[src/rtl/lsu_mem_queue.sv]
// lsu_mem_queue
// Load/store request unit between the execute stage and the data-side
// SRAM-like bus. Accepted requests wait in a one-entry issue register until
// the bus takes them (addr_ok). They then sit in an in-order queue of up to
// DEPTH entries until their data_ok returns. Store strobes and data are
// formatted on the way out. Load data is aligned and extended on the way back.
// A flush silently drops the responses of every request already accepted.
//
// Optional feature macro: LSU_ALE_CHECK_EN
//   When it is defined, a misaligned half or word access is never sent to the
//   bus. Once the queue has drained, it is answered locally with resp_ale = 1.
//
// Ports
//   clk, rstn                      clock, asynchronous active-low reset
//   req_valid/req_ready            upstream handshake
//   req_wr/size/signed/addr/wdata/tag  request payload
//   flush                          kill every accepted, unreturned request
//   data_sram_*                    bus request / response channel
//   resp_valid/wr/tag/rdata/ale    one-cycle response pulse (no backpressure)
//   busy                           issue register or queue occupied
module lsu_mem_queue #(
   parameter int ADDR_W = 32,
   parameter int TAG_W  = 5,
   parameter int DEPTH  = 2
) (
   input  logic              clk,
   input  logic              rstn,
   input  logic              req_valid,
   output logic              req_ready,
   input  logic              req_wr,
   input  logic [1:0]        req_size,
   input  logic              req_signed,
   input  logic [ADDR_W-1:0] req_addr,
   input  logic [31:0]       req_wdata,
   input  logic [TAG_W-1:0]  req_tag,
   input  logic              flush,
   output logic              data_sram_req,
   output logic              data_sram_wr,
   output logic [1:0]        data_sram_size,
   output logic [3:0]        data_sram_wstrb,
   output logic [ADDR_W-1:0] data_sram_addr,
   output logic [31:0]       data_sram_wdata,
   input  logic              data_sram_addr_ok,
   input  logic              data_sram_data_ok,
   input  logic [31:0]       data_sram_rdata,
   output logic              resp_valid,
   output logic              resp_wr,
   output logic [TAG_W-1:0]  resp_tag,
   output logic [31:0]       resp_rdata,
   output logic              resp_ale,
   output logic              busy
);

   localparam int PW = (DEPTH > 1) ? $clog2(DEPTH) : 1;
   localparam int CW = $clog2(DEPTH + 1);
   localparam logic [CW-1:0] FULL = CW'(DEPTH);

   // Issue register
   logic              iss_v;
   logic              iss_wr;
   logic [1:0]        iss_size;
   logic              iss_signed;
   logic [ADDR_W-1:0] iss_addr;
   logic [31:0]       iss_wdata;
   logic [TAG_W-1:0]  iss_tag;

   // In-flight queue
   logic             q_wr     [DEPTH];
   logic [1:0]       q_size   [DEPTH];
   logic             q_signed [DEPTH];
   logic [1:0]       q_addr   [DEPTH];
   logic [TAG_W-1:0] q_tag    [DEPTH];
   logic             q_killed [DEPTH];
   logic [PW-1:0]    wr_ptr;
   logic [PW-1:0]    rd_ptr;
   logic [CW-1:0]    cnt;

   logic ale_pending;
   logic ale_fire;
   logic push;
   logic pop;
   logic accept;

   function automatic logic [PW-1:0] next_ptr(input logic [PW-1:0] p);
      next_ptr = (p == PW'(DEPTH - 1)) ? '0 : p + PW'(1);
   endfunction

`ifdef LSU_ALE_CHECK_EN
   logic iss_ale;
   logic req_misaligned;

   // Misalignment is decided at acceptance. The flag is only meaningful
   // while iss_v is set.
   always_comb begin
      req_misaligned = 1'b0;
      if (req_size == 2'd1)
         req_misaligned = req_addr[0];
      else if (req_size == 2'd2)
         req_misaligned = (req_addr[1:0] != 2'b00);
   end

   always_ff @(posedge clk or negedge rstn) begin
      if (!rstn)
         iss_ale <= 1'b0;
      else if (accept)
         iss_ale <= req_misaligned;
   end

   assign ale_pending = iss_v && iss_ale;
`else
   assign ale_pending = 1'b0;
`endif

   // The local ALE answer waits for an empty queue, so responses stay in order.
   assign ale_fire      = ale_pending && (cnt == '0) && !flush;
   assign data_sram_req = iss_v && (cnt != FULL) && !ale_pending;
   assign push          = data_sram_req && data_sram_addr_ok;
   assign pop           = data_sram_data_ok && (cnt != '0);
   assign req_ready     = !flush && (!iss_v || push);
   assign accept        = req_valid && req_ready;
   assign busy          = iss_v || (cnt != '0);

   // Bus request fields come only from the issue register.
   always_comb begin
      data_sram_wr    = iss_wr;
      data_sram_size  = iss_size;
      data_sram_addr  = iss_addr;
      data_sram_wstrb = 4'b0000;
      data_sram_wdata = 32'h0;
      if (iss_wr) begin
         case (iss_size)
            2'd0: begin
               data_sram_wstrb = 4'b0001 << iss_addr[1:0];
               data_sram_wdata = {4{iss_wdata[7:0]}};
            end
            2'd1: begin
               data_sram_wstrb = iss_addr[1] ? 4'b1100 : 4'b0011;
               data_sram_wdata = {2{iss_wdata[15:0]}};
            end
            default: begin
               data_sram_wstrb = 4'b1111;
               data_sram_wdata = iss_wdata;
            end
         endcase
      end
   end

   // Response path: head of queue on data_ok, or a locally generated ALE.
   logic [31:0] shifted;
   logic [31:0] load_val;
   always_comb begin
      shifted = data_sram_rdata >> {q_addr[rd_ptr], 3'b000};
      case (q_size[rd_ptr])
         2'd0:    load_val = {{24{shifted[7] & q_signed[rd_ptr]}}, shifted[7:0]};
         2'd1:    load_val = {{16{shifted[15] & q_signed[rd_ptr]}}, shifted[15:0]};
         default: load_val = data_sram_rdata;
      endcase
      resp_valid = (pop && !q_killed[rd_ptr]) || ale_fire;
      resp_ale   = ale_fire;
      resp_wr    = ale_fire ? iss_wr  : q_wr[rd_ptr];
      resp_tag   = ale_fire ? iss_tag : q_tag[rd_ptr];
      resp_rdata = (ale_fire || q_wr[rd_ptr]) ? 32'h0 : load_val;
   end

   // Queue and issue register state. A flush marks every slot killed. The
   // entry pushed in the same cycle is written afterwards with killed = flush.
   always_ff @(posedge clk or negedge rstn) begin
      if (!rstn) begin
         iss_v      <= 1'b0;
         iss_wr     <= 1'b0;
         iss_size   <= 2'd0;
         iss_signed <= 1'b0;
         iss_addr   <= '0;
         iss_wdata  <= 32'h0;
         iss_tag    <= '0;
         wr_ptr     <= '0;
         rd_ptr     <= '0;
         cnt        <= '0;
         for (int i = 0; i < DEPTH; i++) begin
            q_wr[i]     <= 1'b0;
            q_size[i]   <= 2'd0;
            q_signed[i] <= 1'b0;
            q_addr[i]   <= 2'd0;
            q_tag[i]    <= '0;
            q_killed[i] <= 1'b0;
         end
      end else begin
         if (flush)
            for (int i = 0; i < DEPTH; i++)
               q_killed[i] <= 1'b1;
         if (push) begin
            q_wr[wr_ptr]     <= iss_wr;
            q_size[wr_ptr]   <= iss_size;
            q_signed[wr_ptr] <= iss_signed;
            q_addr[wr_ptr]   <= iss_addr[1:0];
            q_tag[wr_ptr]    <= iss_tag;
            q_killed[wr_ptr] <= flush;
            wr_ptr           <= next_ptr(wr_ptr);
         end
         if (pop)
            rd_ptr <= next_ptr(rd_ptr);
         if (push && !pop)
            cnt <= cnt + CW'(1);
         else if (pop && !push)
            cnt <= cnt - CW'(1);

         if (flush)
            iss_v <= 1'b0;
         else if (accept) begin
            iss_v      <= 1'b1;
            iss_wr     <= req_wr;
            iss_size   <= req_size;
            iss_signed <= req_signed;
            iss_addr   <= req_addr;
            iss_wdata  <= req_wdata;
            iss_tag    <= req_tag;
         end else if (push || ale_fire)
            iss_v <= 1'b0;
      end
   end

endmodule
[config.mk]
export PLATFORM = sky130hd
export DESIGN_NAME = lsu_mem_queue
export DESIGN_NICKNAME = d
export VERILOG_FILES = /design/src/rtl/lsu_mem_queue.sv
export SDC_FILE = /design/constraint.sdc
export NUM_CORES = 1
export LEC_CHECK = 0
export CAP_MARGIN = 20
export CORE_MARGIN = 3
export CORE_UTILIZATION = 40
export DETAILED_ROUTE_END_ITERATION = 8
export HOLD_SLACK_MARGIN = 0.03
export PLACE_DENSITY_LB_ADDON = 0.08
export SYNTH_ARGS = -nofsm -noshare
export SYNTH_HDL_FRONTEND = slang
export SYNTH_SLANG_ARGS = --single-unit
[constraint.sdc]
create_clock -name clk -period 2 [get_ports clk]
set_clock_uncertainty 0.1 [all_clocks]
set_input_delay 0.3 -clock clk [delete_from_list [all_inputs] [get_ports clk]]
set_output_delay 0.3 -clock clk [all_outputs]
set_load 0.05 [all_outputs]
==> metrics.yaml <==
status: "complete, but fails checks"
violations: "setup timing"
postSynthCellCount: 482
max_stage_delay_ps: 420
cts_buffers: 9
synth_area_um2: 5519
reg2reg_setup_slack_ps: 170
rsz0062_at_grt: "true"
drv_cap: 0
ioPinCount: 225
ff2ff_path_depth: 6
post-route-worst-setup-slack_ps: -718.8
row_count: 42
cp_common_cell: "buf_12"
drtAntennaViolNets: 0
die-area_um2: 15240
worstPathMaxFanout: 7
slew_violations: 0
cts.sinks: 102
drive_gt1_share_pct: 50.20
slew_headroom_pct: 63.42
yosysTopAreaCell: "dfrtp_1"
setup_viol: 36
route.detailed.drc: 0
port_buffers: 223
grt_pass1_vias: 5231
via_per_inst: 5.241
whs_ps: 372.7
final_cell_mix: "clkdlybuf4s50_1 (138), mux2_2 (99), dfrtp_1 (99)"
grt_pass1_wl_um: 27710
critPathKind: "flip-flop to primary output"
die_x_um: 123.5
core-area_um2: 13350
peakVddDrop_v: 0.0008601
clk_pin_slew_worst_paths_ps: 70
synth.ff_latch_count: 102
clockBufferDepth: 2
cts_tree: "done"
dpl.hpwl_um: 12870
insertedDiodeCount: 0
gp_congestion: 0.9678
drt_wl_total_um: 17950
leakage_nw: 4.298
synthDistinctLibCells: 42
powerDensity_nw_per_um2: 1945
yosys_warnings: 0
clock_latency_ps: 350
gr-total-overflow: 0
worstPathRequired_ps: 1600
ys_seq_area_share_pct: 46.25
drt_iter0_drc: 302
grt_max_degree: 55
startpoint_type: "flip-flop"
finalCriticalPeriod_ps: 2719
start_util_pct: 41.35
via_count: 4869
endpoint_kind: "primary output"
synth_ff_type: "dfrtp_1"
area_growth_pct: 83.97
final_common_cell: "clkdlybuf4s50_1"
crit_slowest_cell: "dfrtp_2"
cp_cell_sequence: "clkbuf_16 > mux2i_4 > buf_12 > mux2i_2 > nand2_1 > a32o_2 > buf_12"
synth-edff-count: 0
crit_end: "resp_rdata[3]"
fin_util_pct: 76.07
htree_levels: 3
die_y_um: 123.5
worstSetupStartpoint: "rd_ptr"
nets: 860
antenna_found_initial: 0
fmax_mhz: 367.8
rr_endpoint: "iss_wdata[8]"
syn_avg_cell_area_um2: 11.45
hold_viol: 0
tightest_slew_ps: 546.9
routedWlPerCell_um: 19.32
timing.rr.start: "cnt[0]"
finalCritPeriodShare_pct: 135.9
grt.total_usage_pct: 23.59
ys_async_sr_fraction_pct: 100.0
syn-num-nets: 594
synthTopCellsByArea: "dfrtp_1 (46%), mux2_2 (20%), mux2i_1 (6.0%)"
root_buffer: "clkbuf_16"
arrival_ps: 2320
synthDominantCellAreaShare_pct: 46.25
hold_path_class: "flip-flop to flip-flop"
drtPass1Iterations: 4
[routing by layer]
layer	share of wire (%)	global-route usage (%)
met1	38	27.46
met2	51	40.20
met3	8.6	8.600
met4	2.5	8.028
met5	0	0
[Yosys cell counts (all sizes together) (2+ instances only)]
| master | count |
|---|---|
| mux2i | 35 |
| o21ai | 27 |
| dfrtp | 102 |
| o22ai | 2 |
| clkbuf | 15 |
| inv | 6 |
| mux2 | 100 |
| nor2 | 16 |
| a21oi | 14 |
| a32o | 9 |
| nand2b | 5 |
| a21boi | 10 |
| xor2 | 3 |
| a21o | 18 |
| o21a | 3 |
| buf | 19 |
| nor2b | 11 |
| and2 | 20 |
| o2bb2ai | 7 |
| xnor2 | 2 |
| nand2 | 45 |
[repair_timing]
item                                    4_1_cts  5_1_grt
hold buffers                                  1        0
cloned                                        4        1
endpoints found under the setup margin       53       54
gates resized for setup                      64       37
setup buffers                                12        3
pin swaps                                    19       16
endpoints found under the hold margin        26        0
[area by class of cell]
type / count / area [um2]
Timing Repair Buffer: 287 / 3626
Multi-Input combinational cell: 342 / 3392
Fill cell: 884 / 3194
Sequential cell: 102 / 2556
Clock buffer: 11 / 242.7
Tap cell: 176 / 220.2
Clock inverter: 5 / 87.58
Inverter: 6 / 28.78
[state kept, by name, summed over array words and instances, names as in the netlist, 4 cells and up]
signal / flops
data_sram_addr: 32
q_size: 4
iss_tag: 5
q_addr: 4
q_tag: 10
iss_wdata: 32
[worst max-delay path, delay by kind of cell (launching register included)]
kind | cells | cell delay [ps]
buf+inv | 3 | 500
mux | 2 | 610
flops | 1 | 420
simple gates | 1 | 140
compound gates | 1 | 300
[stage by stage]
stage | instance area [um2] | power [W] | TNS [ps] | setup slack [ps] | instances
CTS | 9961 | 0.01933 | -21030 | -710.3 | 925
detailed placement | 9251 | 0.01651 | -18310 | -703.5 | 893
floorplan | 5916 | 0.01085 | -5687 | -251.8 | 482
finish | 10150 | 0.01975 | -21210 | -718.8 | 929
global route | 10150 | 0.02054 | -24360 | -775.4 | 929
global placement | 9251 | 0.01626 | -14660 | -617.0 | 893
[logic make-up after synthesis]
logic type / after synthesis / synth area share [%]
multiplexers: 135 / 27.20
AND/OR/NAND/NOR: 103 / 9.159
flip-flops: 102 / 46.25
AO/OA/AOI/OAI: 95 / 11.79
buffers and inverters: 40 / 4.511
XOR/XNOR: 5 / 0.7936
adder cells (fa/ha/maj): 1 / 0.2267
other: 1 / 0.06795
[report_power, final]
group          internal, W  total (W)  switching [W]
logic              0.00700     0.0146        0.00762
registers          0.00267    0.00319       0.000520
clock network      0.00115    0.00194       0.000792
[worst min-delay path by stage]
stage                startpoint  depth (start not counted)  slack, ps             to
detailed placement         rstn                          1        160  iss_wdata[18]
finish              q_killed[1]                          1        370    q_killed[1]
floorplan                  rstn                          0       -100         cnt[0]
global placement           rstn                          1        150  iss_wdata[18]
global route        q_killed[1]                          1        390    q_killed[1]
CTS                        rstn                          2        360  iss_wdata[13]
(Power assumes the default switching activity.)
